===== config.mk =====
export PLATFORM = sky130hd
export DESIGN_NAME = gost34_13_2015_ctr_stream
export DESIGN_NICKNAME = d
export VERILOG_FILES = /design/src/rtl/gost34_13_2015_pkg.sv /design/src/rtl/gost34_13_2015_ctr_gen.sv /design/src/rtl/gost34_13_2015_ctr_stream.sv
export SDC_FILE = /design/constraint.sdc
export NUM_CORES = 1
export LEC_CHECK = 0
export CELL_PAD_IN_SITES_DETAIL_PLACEMENT = 0
export CELL_PAD_IN_SITES_GLOBAL_PLACEMENT = 1
export CORE_MARGIN = 3
export CORE_UTILIZATION = 32
export DETAILED_ROUTE_END_ITERATION = 16
export GPL_TIMING_DRIVEN = 0
export PLACE_DENSITY_LB_ADDON = 0.1
export SETUP_SLACK_MARGIN = 0.05
export SYNTH_ARGS = -nofsm -noshare
export SYNTH_HDL_FRONTEND = slang
export SYNTH_SLANG_ARGS = --single-unit

===== constraint.sdc =====
create_clock -name aclk -period 2.6 [get_ports aclk]
set_clock_uncertainty 0.05 [all_clocks]
set_input_delay 0.65 -clock aclk [delete_from_list [all_inputs] [get_ports aclk]]
set_output_delay 0.65 -clock aclk [all_outputs]
set_load 0.1 [all_outputs]

===== src/rtl/gost34_13_2015_pkg.sv =====
// Shared types and constants for the GOST R 34.13-2015 CTR front-end.
package gost34_13_2015_pkg;

  localparam int unsigned GOST_BLK_W = 128;
  localparam int unsigned GOST_IV_W  = 64;

  typedef enum logic [2:0] {
    IDLE,
    READY,
    LAUNCH,
    SETTLE,
    WAIT,
    OUT
  } ctr_state_t;

endpackage


===== src/rtl/gost34_13_2015_ctr_gen.sv =====
// Counter-block generator: holds the IV and the low counter half, ctr = {iv_reg, lo}.
module gost34_13_2015_ctr_gen
  import gost34_13_2015_pkg::*;
#(
  parameter int unsigned IV_W  = GOST_IV_W,
  parameter int unsigned BLK_W = GOST_BLK_W
) (
  input  logic             aclk,
  input  logic             aresetn,
  input  logic             load,
  input  logic [IV_W-1:0]  iv,
  input  logic             inc,
  output logic [BLK_W-1:0] ctr,
  output logic             wrap
);

  localparam int unsigned LO_W = BLK_W - IV_W;

  logic [IV_W-1:0] iv_reg;
  logic [LO_W-1:0] lo;

  always_ff @(posedge aclk) begin
    if (!aresetn) begin
      iv_reg <= '0;
      lo     <= '0;
    end else if (load) begin
      iv_reg <= iv;
      lo     <= '0;
    end else if (inc) begin
      lo <= lo + LO_W'(1);
    end
  end

  assign ctr  = {iv_reg, lo};
  // High while the pending increment takes lo from all-ones back to zero.
  assign wrap = inc && (lo == '1);

endmodule


===== src/rtl/gost34_13_2015_ctr_stream.sv =====
// GOST R 34.13-2015 CTR stream front-end for the 32-round ECB core.
// Optional counter-wrap guard: define GOST_CTR_WRAP_GUARD_EN.
module gost34_13_2015_ctr_stream
  import gost34_13_2015_pkg::*;
#(
  parameter int unsigned IV_W  = GOST_IV_W,
  parameter int unsigned BLK_W = GOST_BLK_W
) (
  input  logic             aclk,
  input  logic             aresetn,
  input  logic             iv_load,
  input  logic [IV_W-1:0]  iv,
  input  logic             s_valid,
  output logic             s_ready,
  input  logic [BLK_W-1:0] s_data,
  input  logic             s_last,
  output logic             m_valid,
  input  logic             m_ready,
  output logic [BLK_W-1:0] m_data,
  output logic             m_last,
  output logic             core_load,
  output logic [BLK_W-1:0] core_in,
  input  logic             core_busy,
  input  logic [BLK_W-1:0] core_out
`ifdef GOST_CTR_WRAP_GUARD_EN
  ,
  output logic             ctr_exhausted
`endif
);

  ctr_state_t       state, state_nxt;
  logic [BLK_W-1:0] ctr;
  logic [BLK_W-1:0] data_reg;
  logic             last_reg;
  logic             lo_wrap;
  logic             iv_take;
  logic             accept;
  logic             capture;

  // IV reloads are honoured only while no block is in flight.
  assign iv_take   = iv_load && (state == IDLE || state == READY);
  assign s_ready   = (state == READY) && !iv_load;
  assign accept    = s_ready && s_valid;
  assign capture   = (state == WAIT) && !core_busy;
  assign core_load = (state == LAUNCH);
  assign m_valid   = (state == OUT);

  gost34_13_2015_ctr_gen #(
    .IV_W  (IV_W),
    .BLK_W (BLK_W)
  ) u_ctr (
    .aclk    (aclk),
    .aresetn (aresetn),
    .load    (iv_take),
    .iv      (iv),
    .inc     (core_load),
    .ctr     (ctr),
    .wrap    (lo_wrap)
  );

`ifdef GOST_CTR_WRAP_GUARD_EN
  always_ff @(posedge aclk) begin
    if (!aresetn) begin
      ctr_exhausted <= 1'b0;
    end else if (iv_take) begin
      ctr_exhausted <= 1'b0;
    end else if (lo_wrap) begin
      ctr_exhausted <= 1'b1;
    end
  end
`else
  logic unused_lo_wrap;
  assign unused_lo_wrap = lo_wrap;
`endif

  always_comb begin
    state_nxt = state;
    case (state)
      IDLE:    if (iv_load) state_nxt = READY;
      READY:   if (accept) state_nxt = LAUNCH;
      LAUNCH:  state_nxt = SETTLE;
      SETTLE:  state_nxt = WAIT;
      WAIT:    if (!core_busy) state_nxt = OUT;
      OUT: begin
        if (m_ready) begin
`ifdef GOST_CTR_WRAP_GUARD_EN
          state_nxt = ctr_exhausted ? IDLE : READY;
`else
          state_nxt = READY;
`endif
        end
      end
      default: state_nxt = IDLE;
    endcase
  end

  always_ff @(posedge aclk) begin
    if (!aresetn) begin
      state    <= IDLE;
      data_reg <= '0;
      last_reg <= 1'b0;
      core_in  <= '0;
      m_data   <= '0;
      m_last   <= 1'b0;
    end else begin
      state <= state_nxt;
      if (accept) begin
        data_reg <= s_data;
        last_reg <= s_last;
        core_in  <= ctr;
      end
      if (capture) begin
        m_data <= data_reg ^ core_out;
        m_last <= last_reg;
      end
    end
  end

endmodule


==> results of run 1 <==
==> cells in the mapped netlist (2+ instances only) <==
cell and number:
buf_6 3, a21boi_0 321, and4_1 4, and2_1 4, buf_1 6, and3_1 5, nor2_1 49, or3_1 28
dfxtp_1 517, inv_1 9, o31ai_1 10, or2_2 2, xnor2_1 143, nor3_1 10, a21oi_1 38, or4_1 15
clkbuf_1 151, xor2_1 14, nand3_1 22, o21ai_0 25, nand4_1 37, o211a_1 128, nor4_1 11, nand2_1 802
==> kinds of logic (layout without fill, tap and decap cells) <==
logic type / count (synthesis) / count (layout) / synth area share, %
other: 0 / 13 / 0
AO/OA/AOI/OAI: 523 / 523 / 19.8
flip-flops: 517 / 517 / 50.1
AND/OR/NAND/NOR: 999 / 999 / 20.1
buffers and inverters: 171 / 876 / 3.24
adder cells (fa/ha/maj): 1 / 1 / 0.0606
XOR/XNOR: 157 / 157 / 6.66
multiplexers: 1 / 1 / 0.0485
==> power breakdown <==
part	total [µW]	switching, µW	internal (µW)
Sequential	8170	90.1	8080
Combinational	1660	842	816
Clock	8340	3360	4980
==> how the worst max path moves through the flow <==
| stage | startpoint | endpoint | cells past startpoint |
|---|---|---|---|
| CTS | state[2] | core_load | 5 |
| global placement | core_busy | m_data[55] | 6 |
| floorplan | iv_load | core_in[97] | 7 |
| global route | u_ctr.lo[0] | u_ctr.lo[56] | 7 |
| detailed placement | core_busy | m_data[55] | 6 |
| finish | m_data[93] | m_data[93] | 1 |
==> what timing repair did <==
item,4_1_cts,5_1_grt
endpoints found under the setup margin,402,118
gates cloned,1,0
buffers inserted,11,4
endpoints found under the hold margin,0,0
pin swaps,11,11
resized for setup,618,77
==> worst min-delay path: cells and delay by family (launching register included) <==
family           cells  cell delay [ns]
flip-flops           1             0.31
AND/OR/NAND/NOR      1             0.05
AO/OA/AOI/OAI        1             0.04
==> final cells by class <==
class                           count  share of cell area [%]
Clock inverter                     19                   0.578
Buffer                            159                    3.09
Timing Repair Buffer              601                    19.9
Sequential cell                   517                    34.4
Antenna cell                       13                   0.108
Inverter                            9                   0.125
Tap cell                          846                    3.52
Multi-Input combinational cell   1681                    32.3
Clock buffer                       88                    5.91
==> stage by stage <==
step | worst slack [ns] | util (%) | power, µW | hold slack (ns)
finish | 0.0938 | 47.4 | 18200 | 0.394
global route | 0.0262 | 47.4 | 18900 | 0.417
CTS | -0.0720 | 47.4 | 18500 | 0.400
detailed placement | -1.26 | 44.0 | 10000 | 0.395
global placement | -1.14 | 44.0 | 10000 | 0.388
floorplan | -0.186 | - | 9180 | 0.381
==> metal layers <==
layer	track usage [%]	wire (µm)	share of wire [%]	vias to the layer above
met5	0	168	0.22	-
met4	5.81	1720	2.2	26
met3	7.65	6250	8.1	123
met2	39.3	38500	50	445
met1	25.0	30600	40	8729
li1	-	-	-	9278
==> flow_summary_export.csv, run 1 <==
group,metric,value,unit
status,status,"completed",
timing,drv_slew,0,
die,die_w,260,µm
timing,tightest_slew,1.18,ns
timing,setup_viol,0,
critical_path,critPathLaunchType,"register",
placement,hpwl,59.7,mm
critical_path,arrival,1.81,ns
logic_synthesis,synth.area.top_cells,"dfxtp_1, nand2_1, a21boi_0",
worst_hold_path,min_path_cells,2,
die,fp.dieH,260,µm
critical_path,r2r_slack,0.10,ns
die,coreArea,63400,µm²
logic_synthesis,ys_seq_area_share,50.1,%
logic_synthesis,synth_edf_count,0,
logic_synthesis,async_flop_share,0,%
timing,min_period,2.51,ns
global_routing,grt_pass1_vias,19092,
clocking,ctsRootBufferMaster,"clkbuf_16",
clocking,clkLatencyLatePin,0.62,ns
placement,port_buffers,585,
critical_path,slowest_delay,0.84,ns
drt,ant_nets,0,
logic_synthesis,synth.cell_area,20600,µm²
global_routing,grt_usage,22.1,%
die,rows,92,
critical_path,setup.worst_path.end_class,"output pin",
global_routing,antenna_found_initial,23,
critical_path,worstReg2RegEnd,"u_ctr.lo[56]",
clocking,cts_buffers,59,
final_layout,stdcell_area,30100,µm²
placement,gp_congestion,0.902,
drt,initialDrtViolationCount,767,
final_layout,nets,3356,
critical_path,crit_buf_inv,1,
placement,place_inst,3800,
final_layout,syn_to_final_growth,45.7,%
logic_synthesis,yosysWarnings,0,
global_routing,overflow,0,
timing,final_hold_viol_count,0,
critical_path,cp_slowest_cell,"clkdlybuf4s15_1",
timing,period_share,96.4,%
final_layout,fin_cells,3933,
logic_synthesis,syn-mean-instance-area,8.72,µm²
run,maxCapViolCount,0,
logic_synthesis,yosysTopAreaCellShare,50.1,%
logic_synthesis,synth-seq-cells,517,
critical_path,critPathKind,"reg -> out",
die,pin_count,587,
final_layout,drive_gt1_share,10.8,%
global_routing,grt_max_degree,15,
die,die_area,67600,µm²
global_routing,grt_pass1_wl,114,mm
pwr,peakVddDrop,0.559,mV
worst_hold_path,min_to,"core_in[120]",
logic_synthesis,yosys.area.top_type,"dfxtp_1",
critical_path,cp.required,1.90,ns
clocking,ctsHoldBuffers,0,
clocking,cts_sinks,517,
worst_hold_path,min_path_type,"reg -> reg",
placement,placed_cell_area,27900,µm²
final_layout,multi_input_area,9730,µm²
timing,maxSlewHeadroom,21.5,%
drt,avgRoutedWirePerCell,19.6,µm
worst_hold_path,worstHoldStart,"u_ctr.iv_reg[56]",
critical_path,reg2regPathDepth,7,
final_layout,layout_commonest_cell,"nand2_1",
timing,totalNegativeSetupSlack,0,ns
critical_path,critPathMaxFanout,2,
logic_synthesis,synthFlopType,"dfxtp_1",
drt,via_per_inst,4.73,
logic_synthesis,synthCells,2369,
clocking,cts_tree,"yes",
timing,fmax,399,MHz
pwr,p_per_area,604,nW/µm²
timing,rsz0062_at_grt,"yes",
final_layout,seqCellArea,10400,µm²
final_layout,n_fill_cell,6184,
pwr,p_leak,0.0119,µW
critical_path,rr_startpoint,"state[0]",
logic_synthesis,synth.distinct_cells,39,
critical_path,crit_family,"buffers and inverters",
drt,vias,18601,
die,floorplan.initialDensity,32.6,%
clocking,clkSlewWorstSetupHoldPaths,0.06,ns
critical_path,crit_chain,"clkdlybuf4s15_1",
clocking,clockBufferDepth,3,
drt,wl,77.2,mm
drt,remaining_drc_errors,0,
logic_synthesis,syn_nets,2697,
final_layout,final_cell_mix,"nand2_1, dfxtp_1, clkdlybuf4s50_1, a21boi_1, xnor2_1",
clocking,ctsHtreeMaxLevel,2,
drt,first_pass_iters,4,
No activity file was read; power rests on OpenSTA's default activity.
==> run 2, diff against run 1 <==
CORE_UTILIZATION = 34   (was 32)
CTS_BUF_LIST = sky130_fd_sc_hd__clkbuf_8   (was not set)
PLACE_DENSITY = 0.85   (was not set)
PLACE_DENSITY_LB_ADDON = not set   (was 0.1)
SYNTH_HIERARCHICAL = 1   (was not set)
==> run 2 against run 1 <==
Against the previous run: utilization up 1.9 points; wire length about the same; register-to-register slack better by 0.14 ns; via count up 2.0%; sequential share of layout area down 1.3 points; non-clock buffer count down 9.
==> flow_summary_export.csv, run 2 <==
group,metric,value,unit
final_layout,seqCellArea,10300,µm²
global_routing,overflow,0,
clocking,cts_tree,"yes",
global_routing,grt_pass1_wl,115,mm
critical_path,slowest_delay,0.33,ns
critical_path,arrival,1.75,ns
final_layout,drive_gt1_share,17.0,%
placement,hpwl,58.4,mm
final_layout,nets,3308,
die,coreArea,63300,µm²
die,rows,92,
die,pin_count,587,
logic_synthesis,synthCells,2288,
critical_path,critPathKind,"reg -> out",
critical_path,critPathMaxFanout,9,
timing,min_period,2.45,ns
global_routing,antenna_found_initial,14,
final_layout,layout_commonest_cell,"nand2_1",
final_layout,final_cell_mix,"nand2_1, dfxtp_1, clkdlybuf4s50_1, mux2i_1, clkdlybuf4s15_2",
drt,initialDrtViolationCount,844,
logic_synthesis,syn_nets,2616,
global_routing,grt_max_degree,16,
clocking,ctsHtreeMaxLevel,3,
drt,vias,18974,
final_layout,syn_to_final_growth,43.1,%
logic_synthesis,syn-mean-instance-area,9.54,µm²
global_routing,grt_usage,22.1,%
drt,remaining_drc_errors,0,
drt,wl,77.2,mm
logic_synthesis,synth.cell_area,21800,µm²
run,maxCapViolCount,0,
drt,ant_nets,0,
drt,first_pass_iters,5,
timing,whs,0.391,ns
clocking,cts_sinks,517,
drt,avgRoutedWirePerCell,19.7,µm
placement,pre_cts_ws,-1.01,ns
critical_path,crit_top_cell,"buf_6",
final_layout,n_fill_cell,5854,
timing,period_share,94.4,%
die,die_area,67300,µm²
die,floorplan.initialDensity,34.5,%
clocking,ctsRootBufferMaster,"clkbuf_8",
timing,fmax,408,MHz
global_routing,grt_pass1_vias,19529,
timing,drv_slew,0,
timing,final_hold_viol_count,0,
pwr,p_per_area,571,nW/µm²
logic_synthesis,yosysWarnings,6,
pwr,peakVddDrop,0.394,mV
status,status,"completed",
timing,rsz0062_at_grt,"no",
placement,port_buffers,586,
critical_path,setup.worst_path.end_class,"output pin",
drt,via_per_inst,4.85,
timing,tightest_slew,0.782,ns
critical_path,crit_chain,"buf_6 > nor4b_4 > buf_6",
timing,maxSlewHeadroom,47.8,%
die,fp.dieH,259,µm
clocking,ctsHoldBuffers,0,
critical_path,reg2regPathDepth,5,
placement,gp_congestion,0.915,
clocking,clkLatencyLatePin,0.69,ns
worst_hold_path,min_path_type,"reg -> reg",
critical_path,cp_slowest_cell,"nor4b_4",
critical_path,cp.required,1.90,ns
timing,setup_slack,0.146,ns
clocking,clkSlewWorstSetupHoldPaths,0.06,ns
clocking,cts_buffers,93,
worst_hold_path,min_path_cells,2,
final_layout,multi_input_area,10500,µm²
critical_path,critPathLaunchType,"register",
timing,setup_viol,0,
pwr,p_leak,0.0124,µW
die,die_w,259,µm
timing,totalNegativeSetupSlack,0,ns
clocking,clockBufferDepth,3,
[run 2: cell type report]
| class | count | share of cell area [%] |
|---|---|---|
| antenna | 13 | 0.104 |
| buffer | 154 | 3.41 |
| clock buffer | 118 | 5.20 |
| clock inverter | 49 | 0.954 |
| inverter | 5 | 0.0601 |
| multi-input combinational | 1612 | 33.6 |
| sequential | 517 | 33.1 |
| tap | 846 | 3.39 |
| timing repair buffer | 597 | 20.2 |
[run 2: metal layers]
metal	share of wire (%)	track usage (%)	up-vias	wire length [µm]
li1	-	-	9125	-
met1	42	26.6	9062	32100
met2	49	37.8	610	37500
met3	5.9	4.95	175	4550
met4	3.9	9.51	2	3020
met5	0.026	0	-	20
[run 2: worst paths after layout]
| path | from | end | slack (ns) |
|---|---|---|---|
| setup reg to reg | u_ctr/lo[12] | u_ctr/lo[63] | 0.24 |
| hold / removal | u_ctr/iv_reg[48] | core_in[112] | 0.39 |
| setup / recovery | state[1] | s_ready | 0.15 |
| hold reg to reg | u_ctr/iv_reg[48] | core_in[112] | 0.39 |
[run 2: what timing repair did]
| action | in CTS | in global routing |
|---|---|---|
| pin swaps | 3 | 1 |
| resized for setup | 811 | 13 |
| endpoints found under the setup margin | 432 | 107 |
| setup buffers | 9 | 2 |
| gates cloned | 0 | 0 |
[run 2: metrics by stage]
stage	instances	utilization (%)	cell area [µm²]	power, µW
after floorplan	2288	-	21900	9360
after global placement	3720	45.5	28800	10200
after detailed placement	3720	45.5	28800	10200
after CTS	3896	49.2	31200	18100
after global routing	3910	49.3	31200	18600
final	3911	49.3	31200	17800
[run 2: worst max-delay path, delay by kind of cell, from the launching register on]
| kind | cells | cell delay [ns] |
|---|---|---|
| flip-flops | 1 | 0.31 |
| buffers and inverters | 2 | 0.42 |
| AND/OR/NAND/NOR | 1 | 0.33 |
[run 2: power by group]
group	total, µW	switching, µW	leakage (µW)	internal (µW)
logic	1870	956	0.00714	915
registers	8190	101	0.00418	8090
clock network	7770	3630	0.00108	4140
==> run 3, diff against run 2 <==
CORE_UTILIZATION = 35   (was 34)
DONT_BUFFER_PORTS = 1   (was not set)
GPL_TIMING_DRIVEN = not set   (was 0)
PLACE_DENSITY = 0.68   (was 0.85)
clock period = 2.9 ns   (was 2.6 ns; I/O delays follow)
==> run 3 against run 2 <==
Against the previous run: sequential power shrank 10%; final cell count shrank 13%; non-clock buffer count shrank 459; register-to-register slack gained 0.15 ns; setup slack gained 0.12 ns; worst hold slack lost 0.24 ns; critical endpoint is now core_load.
==> flow_summary_export.csv, run 3 (synthesis results as in run 2) <==
group,metric,value,unit
status,status,"completed",
clocking,clkSlewWorstSetupHoldPaths,0.06,ns
die,fp.dieH,256,µm
drt,remaining_drc_errors,0,
critical_path,setup.worst_path.end_class,"output pin",
clocking,ctsResizeCount,0,
pwr,p_per_area,567,nW/µm²
final_layout,drive_gt1_share,17.2,%
global_routing,use_met1,21.5,%
worst_hold_path,min_path_type,"in -> reg",
clocking,clkLatencyLatePin,0.66,ns
pwr,switching_share,24.5,%
final_layout,n_fill_cell,6055,
drt,via_per_inst,4.89,
critical_path,crit_cells,3,
critical_path,cp.required,2.12,ns
final_layout,fin_cells,3407,
pwr,peakVddDrop,0.353,mV
die,die_area,65400,µm²
critical_path,critPathKind,"reg -> out",
critical_path,cp_slowest_cell,"dfxtp_1",
placement,placed_cell_area,24200,µm²
global_routing,grt_max_degree,713,
global_routing,grt-busiest-layer,"met2",
critical_path,critPathLaunchType,"register",
timing,drv_slew,0,
clocking,ctsRootBufferMaster,"clkbuf_8",
drt,vias,16664,
die,coreArea,61000,µm²
clocking,cts_buffers,91,
clocking,ctsHoldBuffers,0,
pwr,p_leak,0.0110,µW
final_layout,layout_commonest_cell,"nand2_1",
die,rows,90,
critical_path,slowest_delay,0.39,ns
global_routing,grtUsageMet3,6.98,%
critical_path,rr_startpoint,"state[0]",
timing,tightest_slew,1.20,ns
worst_hold_path,worstHoldStart,"s_data[53]",
placement,gp_congestion,0.932,
global_routing,antenna_found_initial,4,
timing,fmax,380,MHz
placement,hpwl,45.8,mm
drt,ant_nets,0,
pwr,p_int,11100,µW
final_layout,stdcell_area,25900,µm²
clocking,clockBufferDepth,3,
pwr,p_clk_share,43.8,%
die,pin_count,587,
placement,place_inst,3254,
timing,period_share,90.8,%
pwr,switchingPower,3600,µW
drt,wl,63.4,mm
timing,maxSlewHeadroom,19.8,%
critical_path,crit_buf_inv,1,
pwr,pwr-share-seq,50.0,%
critical_path,crit_family,"simple AND/OR/NAND/NOR gates",
clocking,cts_sinks,517,
timing,setup_viol,0,
timing,min_period,2.63,ns
clocking,cts_tree,"yes",
drt,first_pass_iters,7,
critical_path,r2r_slack,0.39,ns
placement,port_buffers,0,
drt,initialDrtViolationCount,1071,
final_layout,final_cell_mix,"nand2_1, dfxtp_1, mux2i_1, buf_4, xnor2_1",
critical_path,endpoint,"core_load",
pwr,combPwrFrac,6.2,%
pwr,finalPower,14700,µW
critical_path,crit_chain,"nand2b_1 > nor2_4 > buf_4",
critical_path,critPathMaxFanout,8,
global_routing,grt_usage,18.6,%
timing,final_hold_viol_count,0,
critical_path,worstReg2RegEnd,"u_ctr/lo[60]",
global_routing,overflow,0,
drt,avgRoutedWirePerCell,18.6,µm
global_routing,grt_pass1_wl,97.2,mm
run,maxCapViolCount,0,
critical_path,arrival,1.86,ns
timing,rsz0062_at_grt,"no",
timing,setup_slack,0.268,ns
critical_path,reg2regPathDepth,7,
timing,totalNegativeSetupSlack,0,ns
final_layout,syn_to_final_growth,18.9,%
placement,pre_cts_ws,0.384,ns
final_layout,nets,2847,
global_routing,grt_pass1_vias,16295,
die,die_w,256,µm
clocking,post_cts_buffers,0,
global_routing,met2_usage,32.2,%
die,floorplan.initialDensity,35.8,%
clocking,ctsHtreeMaxLevel,3,
critical_path,crit_path_start,"state[0]",
## run 3: cell count changes in the layout (fill, tap and decap cells not counted), sizes merged
cell | previous run | this run
clkdlybuf4s50 | 326 | 0
clkdlybuf4s15 | 257 | 0
clkinv | 20 | 8
inv | 30 | 31
diode | 13 | 3
buf | 74 | 292
clkbuf | 212 | 112
## run 3: routing by layer
layer / vias to the layer above / routed length, µm
met5: - / 11
met2: 532 / 30900
met3: 88 / 5540
li1: 8133 / -
met4: 2 / 1320
met1: 7909 / 25600
## run 3: power groups by stage
stage / registers [µW] / logic, µW / clock network, µW
3_3_place_gp: 7500 / 893 / 0
5_1_grt: 7370 / 975 / 7010
2_1_floorplan: 7660 / 727 / 0
4_1_cts: 7350 / 913 / 6700
6_report: 7350 / 906 / 6450
3_5_place_dp: 7510 / 911 / 0
## run 3: metrics by stage
stage | hold WS, ns | utilization, %
6_report | 0.156 | 42.5
3_5_place_dp | 0.398 | 39.6
4_1_cts | 0.0558 | 42.5
5_1_grt | 0.0988 | 42.5
3_3_place_gp | 0.391 | 39.6
2_1_floorplan | 0.384 | -
## run 3: layout make-up
class                           count  area, µm²  area share, %
Timing Repair Buffer              292       2340           9.03
Sequential cell                   517      10300           39.9
Clock inverter                     38        203          0.781
Inverter                            5       18.8         0.0724
Antenna cell                        3       7.51         0.0289
Tap cell                          828       1040           3.99
Clock buffer                      112       1540           5.94
Multi-Input combinational cell   1612      10400           40.2
## run 3: worst min-delay path by stage
stage / slack [ns] / endpoint / depth (start not counted)
floorplan: 0.38 / last_reg / 2
global placement: 0.39 / core_in[95] / 2
detailed placement: 0.40 / core_in[94] / 2
CTS: 0.06 / data_reg[127] / 2
global route: 0.1 / last_reg / 2
finish: 0.16 / data_reg[53] / 2
